$ cat config.mk
export PLATFORM = sky130hd
export DESIGN_NAME = uart_receiver_core
export DESIGN_NICKNAME = d
export VERILOG_FILES = /design/src/rtl/uart_receiver_core.sv
export SDC_FILE = /design/constraint.sdc
export NUM_CORES = 1
export LEC_CHECK = 0
export ABC_CLOCK_PERIOD_IN_PS = 4450
export BUFFER_PORTS_ARGS = -buffer_cell sky130_fd_sc_hd__buf_2
export CAP_MARGIN = 20
export CORE_MARGIN = 2
export CORE_UTILIZATION = 60
export DETAILED_ROUTE_END_ITERATION = 7
export PLACE_DENSITY = 0.82
export SLEW_MARGIN = 20
export SYNTH_ARGS = -nofsm -noshare
export SYNTH_HDL_FRONTEND = slang
export SYNTH_SLANG_ARGS = --single-unit
$ cat constraint.sdc
create_clock -name clk -period 4.45 [get_ports clk]
set_input_delay 0.89 -clock clk [delete_from_list [all_inputs] [get_ports clk]]
set_output_delay 0.89 -clock clk [all_outputs]
set_load 0.01 [all_outputs]
$ cat src/rtl/uart_receiver_core.sv
// uart_receiver_core: oversampling 8N1 UART receiver (LSB first, idle-high line).
// Optional build macro UART_RX_PARITY_EN switches the frame to 8E1 and adds
// a parity_error output; the default build has no parity stage.
//
// Output handshake: valid is a one-clock qualifier for d with no ready; the
// receiver cannot be stalled, so a consumer must capture d when valid is high.
// framing_error (and parity_error when built) are one-clock event pulses that
// never coincide with valid.
module uart_receiver_core #(
    parameter int OVERSAMPLE = 16,
    parameter int DATA_BITS  = 8
) (
    input  logic                 clk,
    input  logic                 rst_n,
    input  logic                 sample_tick,
    input  logic                 rx,
    output logic [DATA_BITS-1:0] d,
    output logic                 valid,
    output logic                 framing_error,
`ifdef UART_RX_PARITY_EN
    output logic                 parity_error,
`endif
    output logic                 busy,
    output logic [2:0]           state_dbg
);

    localparam int CW = $clog2(OVERSAMPLE);
    localparam int BW = (DATA_BITS > 1) ? $clog2(DATA_BITS) : 1;
    localparam logic [CW-1:0] HALF_M1  = CW'(OVERSAMPLE / 2 - 1);
    localparam logic [CW-1:0] FULL_M1  = CW'(OVERSAMPLE - 1);
    localparam logic [BW-1:0] LAST_BIT = BW'(DATA_BITS - 1);

    typedef enum logic [2:0] {
        IDLE   = 3'd0,
        START  = 3'd1,
        DATA   = 3'd2,
        PARITY = 3'd3,
        STOP   = 3'd4,
        BRK    = 3'd5
    } state_t;

    state_t                state, state_n;
    logic                  rx_meta, rxs;
    logic [CW-1:0]         tick_cnt, tick_n;
    logic [BW-1:0]         bit_cnt, bit_n;
    logic [DATA_BITS-1:0]  shift, shift_n;
    logic                  valid_n, ferr_n;
`ifdef UART_RX_PARITY_EN
    logic                  par_bit, par_n;
    logic                  perr_n;
`endif

    assign busy      = (state != IDLE);
    assign state_dbg = state;

    // Two-flop synchroniser; resets to the idle-high line level.
    always_ff @(posedge clk or negedge rst_n) begin
        if (!rst_n) begin
            rx_meta <= 1'b1;
            rxs     <= 1'b1;
        end else begin
            rx_meta <= rx;
            rxs     <= rx_meta;
        end
    end

    // State, counters, shift register and registered output pulses.
    always_ff @(posedge clk or negedge rst_n) begin
        if (!rst_n) begin
            state         <= IDLE;
            tick_cnt      <= '0;
            bit_cnt       <= '0;
            shift         <= '0;
            d             <= '0;
            valid         <= 1'b0;
            framing_error <= 1'b0;
`ifdef UART_RX_PARITY_EN
            par_bit       <= 1'b0;
            parity_error  <= 1'b0;
`endif
        end else begin
            state         <= state_n;
            tick_cnt      <= tick_n;
            bit_cnt       <= bit_n;
            shift         <= shift_n;
            valid         <= valid_n;
            framing_error <= ferr_n;
            if (valid_n) begin
                d <= shift;
            end
`ifdef UART_RX_PARITY_EN
            par_bit       <= par_n;
            parity_error  <= perr_n;
`endif
        end
    end

    // Next-state logic; everything advances only on sample_tick, so a
    // permanently low tick freezes the receiver where it is.
    always_comb begin
        state_n = state;
        tick_n  = tick_cnt;
        bit_n   = bit_cnt;
        shift_n = shift;
        valid_n = 1'b0;
        ferr_n  = 1'b0;
`ifdef UART_RX_PARITY_EN
        par_n   = par_bit;
        perr_n  = 1'b0;
`endif
        if (sample_tick) begin
            case (state)
                IDLE: begin
                    if (!rxs) begin
                        state_n = START;
                        tick_n  = '0;
                    end
                end
                START: begin
                    // Mid start bit: a high line here means the edge was a glitch.
                    if (tick_cnt == HALF_M1) begin
                        tick_n  = '0;
                        bit_n   = '0;
                        state_n = rxs ? IDLE : DATA;
                    end else begin
                        tick_n = tick_cnt + CW'(1);
                    end
                end
                DATA: begin
                    if (tick_cnt == FULL_M1) begin
                        tick_n  = '0;
                        shift_n = {rxs, shift[DATA_BITS-1:1]};
                        if (bit_cnt == LAST_BIT) begin
                            bit_n = '0;
`ifdef UART_RX_PARITY_EN
                            state_n = PARITY;
`else
                            state_n = STOP;
`endif
                        end else begin
                            bit_n = bit_cnt + BW'(1);
                        end
                    end else begin
                        tick_n = tick_cnt + CW'(1);
                    end
                end
`ifdef UART_RX_PARITY_EN
                PARITY: begin
                    if (tick_cnt == FULL_M1) begin
                        tick_n  = '0;
                        par_n   = rxs;
                        state_n = STOP;
                    end else begin
                        tick_n = tick_cnt + CW'(1);
                    end
                end
`endif
                STOP: begin
                    if (tick_cnt == FULL_M1) begin
                        tick_n = '0;
                        if (!rxs) begin
                            // Framing error wins over any parity problem.
                            ferr_n  = 1'b1;
                            state_n = BRK;
                        end else begin
                            state_n = IDLE;
`ifdef UART_RX_PARITY_EN
                            if (^{shift, par_bit}) begin
                                perr_n = 1'b1;
                            end else begin
                                valid_n = 1'b1;
                            end
`else
                            valid_n = 1'b1;
`endif
                        end
                    end else begin
                        tick_n = tick_cnt + CW'(1);
                    end
                end
                BRK: begin
                    // Hold off until the line is released so a stuck-low
                    // line reports one error rather than a stream of frames.
                    if (rxs) begin
                        state_n = IDLE;
                    end
                end
                default: begin
                    state_n = IDLE;
                end
            endcase
        end
    end

endmodule

==> results.ini, run 1 <==
[outcome]
status=completed

[power]
p_leak_nw=0.791
peakVddDrop_mv=0.357
p_total_uw=740
power_density_nw_per_um2=474

[clocking]
numCtsBuffers=5
cts_hold_buf=0
clk_pin_slew_worst_paths_ns=0.09
clock_sinks=30
clk_path_buf_depth=2
cts_tree=built
htree_levels=2
post-cts-setup-buffers=0
clk_latency_ns=0.32
cts_resized=0
cts_root_buf=clkbuf_4

[run]
drv_cap=0

[global_routing]
grt_use_total_pct=22.2
grt_overflow_total=0
grt_max_degree=31
grt_pass1_wl_um=4100
antenna_found_initial=0
grt_pass1_vias=893

[setup_path]
worstSetupPathType=flop to output port
arrival_ns=1.49
crit_path_start=state_dbg[0]
endpoint_kind=output port
r2r_start=state_dbg[1]
critPathLaunchType=flop
cp_max_fo=14
cp_data_required_time_ns=3.56

[final_layout]
finish.instance_area_um2=1560
syn_to_final_growth_pct=12.6
antenna_cells=0
final_cells=165
register_area_um2=753
nFillCells=163
multi_input_area_um2=593
final_layout_size_suffix_gt1_share_pct=37.2
layout.nets=143

[timing]
maxSlewHeadroom_pct=57.3
slew_viol_final=0
worst_pin_slew_ns=0.640
rsz0062_at_grt=no
min_period_ns=2.38
timing.fmax_mhz=421
fin_crit_sh_pct=53.4
skew_ns=0.00548
finalSetupViolCount=0
tns_ns=0
setup_ws_ns=2.07
hold_viol_final=0

[placement]
dpl_cell_area_um2=1490
dpl.hpwl_um=1690
dpl.cell_count=157
dp_slack_ns=2.17
port_buffers=17
place_congestion=0.739

[detailed_routing]
firstDrtPassIters=4
num_vias=914
drc=0
finalWirelength_um=2340
routedWlPerCell_um=14.2
ant_nets=0
viasPerCell=5.54
drt_iter0_drc=9

[floorplan]
dieArea_um2=2710
start_util_pct=63.2
num_rows=17
die_x_um=52.0
ios=18
core_um2=2190
dieHeight_um=52.0

[yosys]
synth-seq-cells=30
postSynthAreaPerCell_um2=12.0
synth_cell_types=32
yosysSeqAreaShare_pct=54.4
synthesis.nets=122
synthCells=115
synth.top_cell.area_share_pct=50.6
yosys-top-cells-area=dfrtp_1 51%, mux2_2 14%, dfstp_2 3.8%, o21ai_0 3.3%, ha_1 2.7%
netlist_area_um2=1390
ys_warn_count=0
synth_top_cell_by_area=dfrtp_1

[worst_hold_path]
hp-class=flop to flop
hp-start=rx_meta

## placed cells by master, fill, tap and decap left out, drive strengths merged, types with 5 or more instances in the layout
master   n
nand2    8
dfrtp   28
nand3    5
buf     17
clkbuf   7
inv      5
nor2b    5
o21ai   10
mux2    17
nor2     7
## cell families after synthesis
| group | Yosys count | synth area share [%] |
|---|---|---|
| DFF | 30 | 54.4 |
| adders and majority gates | 3 | 2.71 |
| muxes | 17 | 13.8 |
| buffers and inverters | 8 | 2.80 |
| AOI/OAI and AO/OA | 17 | 8.13 |
| and+or+nand+nor | 39 | 17.5 |
| xor gates and xnor gates | 1 | 0.632 |
## layout make-up
| cell class | count | area share (%) |
|---|---|---|
| timing repair buffer | 17 | 5.45 |
| multi-input combinational | 77 | 38.0 |
| sequential | 30 | 48.3 |
| tap | 28 | 2.25 |
| clock inverter | 1 | 1.92 |
| inverter | 5 | 1.20 |
| clock buffer | 7 | 2.89 |
## report_power, final
| part | switching, mW | total, mW | internal, mW |
|---|---|---|---|
| logic | 0.0976 | 0.179 | 0.0810 |
| clock network | 0.0886 | 0.208 | 0.119 |
| registers | 0.0546 | 0.354 | 0.300 |
| total | 0.241 | 0.740 | 0.500 |
## layer usage
layer  share of wire, %  vias up  track usage, %
li1                   -      452               -
met1                 45      438            27.7
met2                 49       15            32.3
met3                4.3        9            10.1
met4                2.3        0            11.0
met5                  0        -               0
## registers in the layout, indices dropped and copies added (netlist names)
| signal | flops |
|---|---|
| rx_meta | 1 |
| bit_cnt | 3 |
| tick_cnt | 4 |
| rxs | 1 |
| state_dbg | 3 |
| valid | 1 |
| d | 8 |
| shift | 8 |
| framing_error | 1 |
## path summary, 6_finish.rpt
check	to	slack (ns)	cells after the start
setup / recovery	busy	2.07	2
max in group asynchronous	tick_cnt[0]	3.45	1
min in group asynchronous	state_dbg[0]	0.58	1
hold reg to reg	rxs	0.36	0
hold / removal	rxs	0.36	0
setup reg to reg	shift[2]	2.55	4
## stage by stage
step                hold WS (ns)  util [%]
global placement           0.346      67.8
global route               0.371      71.2
CTS                        0.365      71.2
finish                     0.364      71.2
detailed placement         0.353      67.8
floorplan                  0.345         -
## Yosys cell counts
library cell and number:
dfrtp_1 28, o21ai_2 1, buf_2 1, nand3_1 4, ha_1 3, a221o_1 1, xor2_1 1, o21ai_0 9
o22ai_1 1, nand2b_1 3, inv_1 5, nor2_2 1, mux2_2 17, nor3_1 2, nand3b_1 1, and3_1 1
buf_4 2, nor3_2 1, o2111ai_1 1, or3_4 2, nor2b_1 5, a21oi_1 2, nor3b_1 2, dfstp_2 2
nor2_1 5, a22o_1 1, nand4_1 1, o2111ai_2 1, nand3_2 1, nor2_8 1, nand2_1 8, or4b_2 1
## critical path, stage by stage, from the launching register on
cell     delay, ns
dfrtp_1       0.55
or3_4         0.47
buf_2         0.15
No activity file was read; power rests on OpenSTA's default activity.
==> inputs of run 2 (changes only) <==
--- a/config.mk
+++ b/config.mk
@@ -5,13 +5,14 @@
 export SDC_FILE = /design/constraint.sdc
 export NUM_CORES = 1
 export LEC_CHECK = 0
-export ABC_CLOCK_PERIOD_IN_PS = 4450
+export ABC_AREA = 1
+export ABC_CLOCK_PERIOD_IN_PS = 2000
 export BUFFER_PORTS_ARGS = -buffer_cell sky130_fd_sc_hd__buf_2
 export CAP_MARGIN = 20
 export CORE_MARGIN = 2
-export CORE_UTILIZATION = 60
+export CORE_UTILIZATION = 51
 export DETAILED_ROUTE_END_ITERATION = 7
-export PLACE_DENSITY = 0.82
+export PLACE_DENSITY = 0.74
 export SLEW_MARGIN = 20
 export SYNTH_ARGS = -nofsm -noshare
 export SYNTH_HDL_FRONTEND = slang
==> constraint.sdc (replaced) <==
create_clock -name clk -period 2 [get_ports clk]
set_input_delay 0.4 -clock clk [delete_from_list [all_inputs] [get_ports clk]]
set_output_delay 0.4 -clock clk [all_outputs]
set_load 0.01 [all_outputs]
==> results.ini, run 2 <==
[setup_path]
worstSetupPathType=flop to output port
rr_worst_depth=8
cp_data_required_time_ns=1.60
endpoint_kind=output port
reg2reg_slack_ns=0.42
arrival_ns=1.33
cp_max_fo=10
rr_endpoint=d[1]
r2r_start=tick_cnt[0]
critPathLaunchType=flop

[floorplan]
num_rows=19
ios=18
dieHeight_um=58.3
start_util_pct=54.0
core_um2=2780
dieArea_um2=3390
die_x_um=58.3

[detailed_routing]
finalWirelength_um=2440
dr_wl_met3_um=98
routedWlPerCell_um=11.2
drt_iter0_drc=37
wl_met1_um=1120
ant_nets=0
wl_met2_um=1200
drc=0
viasPerCell=4.99
firstDrtPassIters=4
routed.top_layer=met4
num_vias=1082

[yosys]
synthArstFlopShare_pct=100
synth_flop_cell=dfrtp_1
synth_cell_types=24
synth_top_cell_by_area=dfrtp_1
yosysSeqAreaShare_pct=50.2
synthCells=164
synth_most_common_cell=nand2_1
synth.top_cell.area_share_pct=46.7
synth-seq-cells=30
postSynthAreaPerCell_um2=9.16
ys_warn_count=0
synthesis.nets=171
netlist_top_cells_count=51 x nand2_1, 28 x dfrtp_1, 17 x inv_1
yosys-top-cells-area=dfrtp_1 47%, nand2_1 13%, o21ai_2 8.8%, inv_1 4.3%, dfstp_2 3.5%
synth-edff-count=0
netlist_area_um2=1500

[global_routing]
grt_max_degree=31
grt_pass1_vias=990
grt_overflow_total=0
antenna_found_initial=0
grt_use_total_pct=17.2
grt_pass1_wl_um=4320

[clocking]
cts_resized=0
htree_levels=2
post-cts-setup-buffers=0
clk_latency_ns=0.32
clk_pin_slew_worst_paths_ns=0.09
cts_root_buf=clkbuf_4
cts_tree=built
clock_sinks=30
numCtsBuffers=5
cts_hold_buf=0
clk_path_buf_depth=2

[timing]
hold_viol_final=0
worst_pin_slew_ns=0.647
timing.fmax_mhz=577
slew_viol_final=0
skew_ns=0.00904
maxSlewHeadroom_pct=56.9
fin_crit_sh_pct=86.7
finalSetupViolCount=0
min_period_ns=1.73
rsz0062_at_grt=no
tns_ns=0

[power]
power_density_nw_per_um2=1030
peakVddDrop_mv=0.733
p_leak_nw=0.877

[final_layout]
layout.nets=192
multi_input_area_um2=647
reg_top3=d x8, shift x8, tick_cnt x4
finish.instance_area_um2=1660
syn_to_final_growth_pct=10.3
antenna_cells=0
final_layout_size_suffix_gt1_share_pct=32.3
register_area_um2=753
layout_common_cells=51 x nand2_1, 28 x dfrtp_1, 17 x inv_1, 17 x buf_2, 15 x o21ai_2
final_common_cell=nand2_1
nFillCells=241

[run]
drv_cap=0

[placement]
place_congestion=0.772
dpl_cell_area_um2=1600
port_buffers=17
dpl.hpwl_um=1760

[worst_hold_path]
hp-class=primary input to async pin

[outcome]
status=completed

[run 2: changes by cell type after synthesis, moves of 3 or more]
cell	before	now
nand2_1	8	51
mux2_2	17	0
o21ai_2	1	15
inv_1	5	17
o21ai_0	9	1
nand3_1	4	10
nand2_2	0	5
nor2b_1	5	0
nor2_1	5	9
nor2_4	0	4
nand2b_1	3	0
o21ai_1	0	3
[run 2: how the worst max path moves through the flow]
stage / end / slack, ns / depth (start not counted) / start
after floorplan: shift[6] / 0.62 / 9 / tick_cnt[0]
after global placement: d[0] / 0.49 / 9 / tick_cnt[0]
after detailed placement: d[0] / 0.43 / 9 / tick_cnt[0]
after CTS: busy / 0.24 / 3 / state_dbg[1]
after global routing: busy / 0.18 / 3 / state_dbg[1]
final: busy / 0.27 / 3 / state_dbg[1]
[run 2: critical path, cell delays in order, from the launching register on]
cell,delay (ns)
dfrtp_1,0.56
nor2_4,0.19
nand2_1,0.11
buf_2,0.15
[run 2: cell families after synthesis]
logic type | Yosys count | share of synthesized area, %
XOR/XNOR | 1 | 0.583
AND/OR/NAND/NOR | 88 | 28.8
buffers and inverters | 22 | 6.75
flip-flops | 30 | 50.2
adder cells (fa/ha/maj) | 3 | 2.50
AO/OA/AOI/OAI | 20 | 11.2
[run 2: metal layers]
metal  up-vias  global-route usage [%]
met5         -                       0
met4         0                    5.98
met3         3                    6.03
met2        19                    27.4
met1       504                    21.5
li1        556                       -
[run 2: power breakdown]
| part | internal (mW) | total, mW | switching [mW] |
|---|---|---|---|
| Sequential | 0.655 | 0.754 | 0.0989 |
| Combinational | 0.205 | 0.574 | 0.369 |
| Clock | 0.170 | 0.372 | 0.201 |
| Total | 1.03 | 1.70 | 0.669 |
[run 2: metrics by stage]
stage          power (mW)  setup WS (ns)  hold WS, ns  std cells  util, %
6_report             1.70          0.266       0.0954        217     59.5
5_1_grt              1.84          0.176        0.138        217     59.5
4_1_cts              1.72          0.239        0.112        217     59.5
3_5_place_dp         1.35          0.432        0.348        209     57.4
3_3_place_gp         1.33          0.492        0.346        209     57.4
2_1_floorplan        1.22          0.618        0.104        164        -
[run 2: area by class of cell]
cell class	count	share of cell area [%]
Inverter	19	4.31
Tap cell	31	2.34
Timing Repair Buffer	17	5.14
Multi-Input combinational cell	112	39.1
Sequential cell	30	45.5
Clock buffer	7	3.33
Clock inverter	1	0.302
==> inputs of run 3 (changes only) <==
--- a/config.mk
+++ b/config.mk
@@ -7,7 +7,7 @@
 export LEC_CHECK = 0
 export ABC_AREA = 1
 export ABC_CLOCK_PERIOD_IN_PS = 2000
-export BUFFER_PORTS_ARGS = -buffer_cell sky130_fd_sc_hd__buf_2
+export BUFFER_PORTS_ARGS = -buffer_cell sky130_fd_sc_hd__clkbuf_2
 export CAP_MARGIN = 20
 export CORE_MARGIN = 2
 export CORE_UTILIZATION = 51
==> results.ini, run 3 (synthesized netlist as in run 2, its figures left out) <==
[power]
combPwrFrac_pct=33.9
internal-power_mw=1.03
pwr-share-clk_pct=21.8
power.switching_uw=673
sequentialPowerShare_pct=44.3
switching_share_pct=39.5
peakVddDrop_mv=0.658
p_leak_nw=0.867
p_total_mw=1.70
power_density_nw_per_um2=1030

[placement]
place_congestion=0.770
dpl.hpwl_um=1790
dpl.cell_count=209
dpl_cell_area_um2=1600
port_buffers=17

[setup_path]
crit_buf_inv=1
arrival_ns=1.33
critPathLaunchType=flop
cp_top_family=flip-flops
reg2reg_slack_ns=0.43
crit_end=busy
rr_worst_depth=9
crit_path_start=state_dbg[1]
cp_data_required_time_ns=1.60
cp_num_cells=3
worstSetupPathType=flop to output port
endpoint_kind=output port
rr_endpoint=d[0]
max_stage_delay_ns=0.56
cp_slowest_cell=dfrtp_1
r2r_start=tick_cnt[0]
cp_max_fo=10
path_cells=nor2_4 -> nand2_1 -> clkbuf_2

[timing]
hold_viol_final=0
slew_viol_final=0
worst_pin_slew_ns=0.727
skew_ns=0.00849
rsz0062_at_grt=no
min_period_ns=1.73
tns_ns=0
finalSetupViolCount=0
fin_crit_sh_pct=86.5
timing.fmax_mhz=578
hold_ws_ns=0.120
maxSlewHeadroom_pct=51.5

[final_layout]
final_cells=217
reg_top3=d x8, shift x8, tick_cnt x4
finish.instance_area_um2=1660
layout_common_cells=51 x nand2_1, 28 x dfrtp_1, 17 x inv_1, 17 x clkbuf_2, 15 x o21ai_2
final_layout_size_suffix_gt1_share_pct=32.3
syn_to_final_growth_pct=10.3
antenna_cells=0
nFillCells=252
final_common_cell=nand2_1
layout.nets=192

[floorplan]
num_rows=19
ios=18
dieHeight_um=58.3
die_x_um=58.3
dieArea_um2=3390
start_util_pct=54.0
core_um2=2780

[global_routing]
grt_pass1_wl_um=4360
grt_max_degree=31
grt_use_total_pct=17.2
grt_pass1_vias=975
antenna_found_initial=0
grt_overflow_total=0

[detailed_routing]
routedWlPerCell_um=11.2
drc=0
drt_iter0_drc=38
ant_nets=0
viasPerCell=4.97
finalWirelength_um=2430
firstDrtPassIters=4
num_vias=1078

[clocking]
cts_root_buf=clkbuf_4
cts_hold_buf=0
numCtsBuffers=5
clock_sinks=30
post-cts-setup-buffers=0
clk_path_buf_depth=2
clk_latency_ns=0.32
cts_resized=0
clk_pin_slew_worst_paths_ns=0.09
cts_tree=built
htree_levels=2

[run]
drv_cap=0

[outcome]
status=completed

[worst_hold_path]
hp-class=primary input to async pin

-- run 3: worst reg2reg max path, cell delays in order (launching register included) --
cell     delay, ns
dfrtp_1       0.42
ha_1          0.22
nand2_1       0.08
inv_1         0.06
nand2_2       0.14
nor2_4        0.06
nand2_2       0.27
inv_1         0.11
nand2_1       0.07
nand2_1       0.04
-- run 3: routing by layer --
layer  up-vias  track usage (%)  part of all wire, %
li1        555                -                    -
met1       500             21.6                   44
met2        18             27.1                   50
met3         5             4.91                  4.5
met4         0             7.97                  1.6
met5         -                0                    0
-- run 3: power by group through the flow --
stage,clock [mW],combinational [mW],sequential (mW)
after detailed placement,0,0.582,0.766
final,0.371,0.578,0.755
after CTS,0.387,0.586,0.755
after global routing,0.416,0.654,0.765
after global placement,0,0.566,0.761
after floorplan,0,0.486,0.730
-- run 3: layout make-up --
| cell class | instances | area [um2] | share of cell area, % |
|---|---|---|---|
| sequential | 30 | 753 | 45.5 |
| tap | 31 | 38.8 | 2.34 |
| clock buffer | 7 | 55.1 | 3.33 |
| clock inverter | 1 | 5.00 | 0.302 |
| inverter | 19 | 71.3 | 4.31 |
| timing repair buffer | 17 | 85.1 | 5.14 |
| multi-input combinational | 112 | 647 | 39.1 |
-- run 3: worst min path at each step --
stage	slack (ns)	to	start
2_1_floorplan	0.10	bit_cnt[0]	rst_n
3_3_place_gp	0.35	rxs	rx_meta
3_5_place_dp	0.35	rxs	rx_meta
4_1_cts	0.14	tick_cnt[0]	rst_n
5_1_grt	0.13	rx_meta	rx
6_report	0.12	shift[7]	rst_n
-- run 3: metrics by stage --
stage	util (%)	setup slack (ns)
final	59.5	0.269
after global placement	57.4	0.490
after CTS	59.5	0.254
after detailed placement	57.4	0.438
after global routing	59.5	0.178
after floorplan	-	0.618
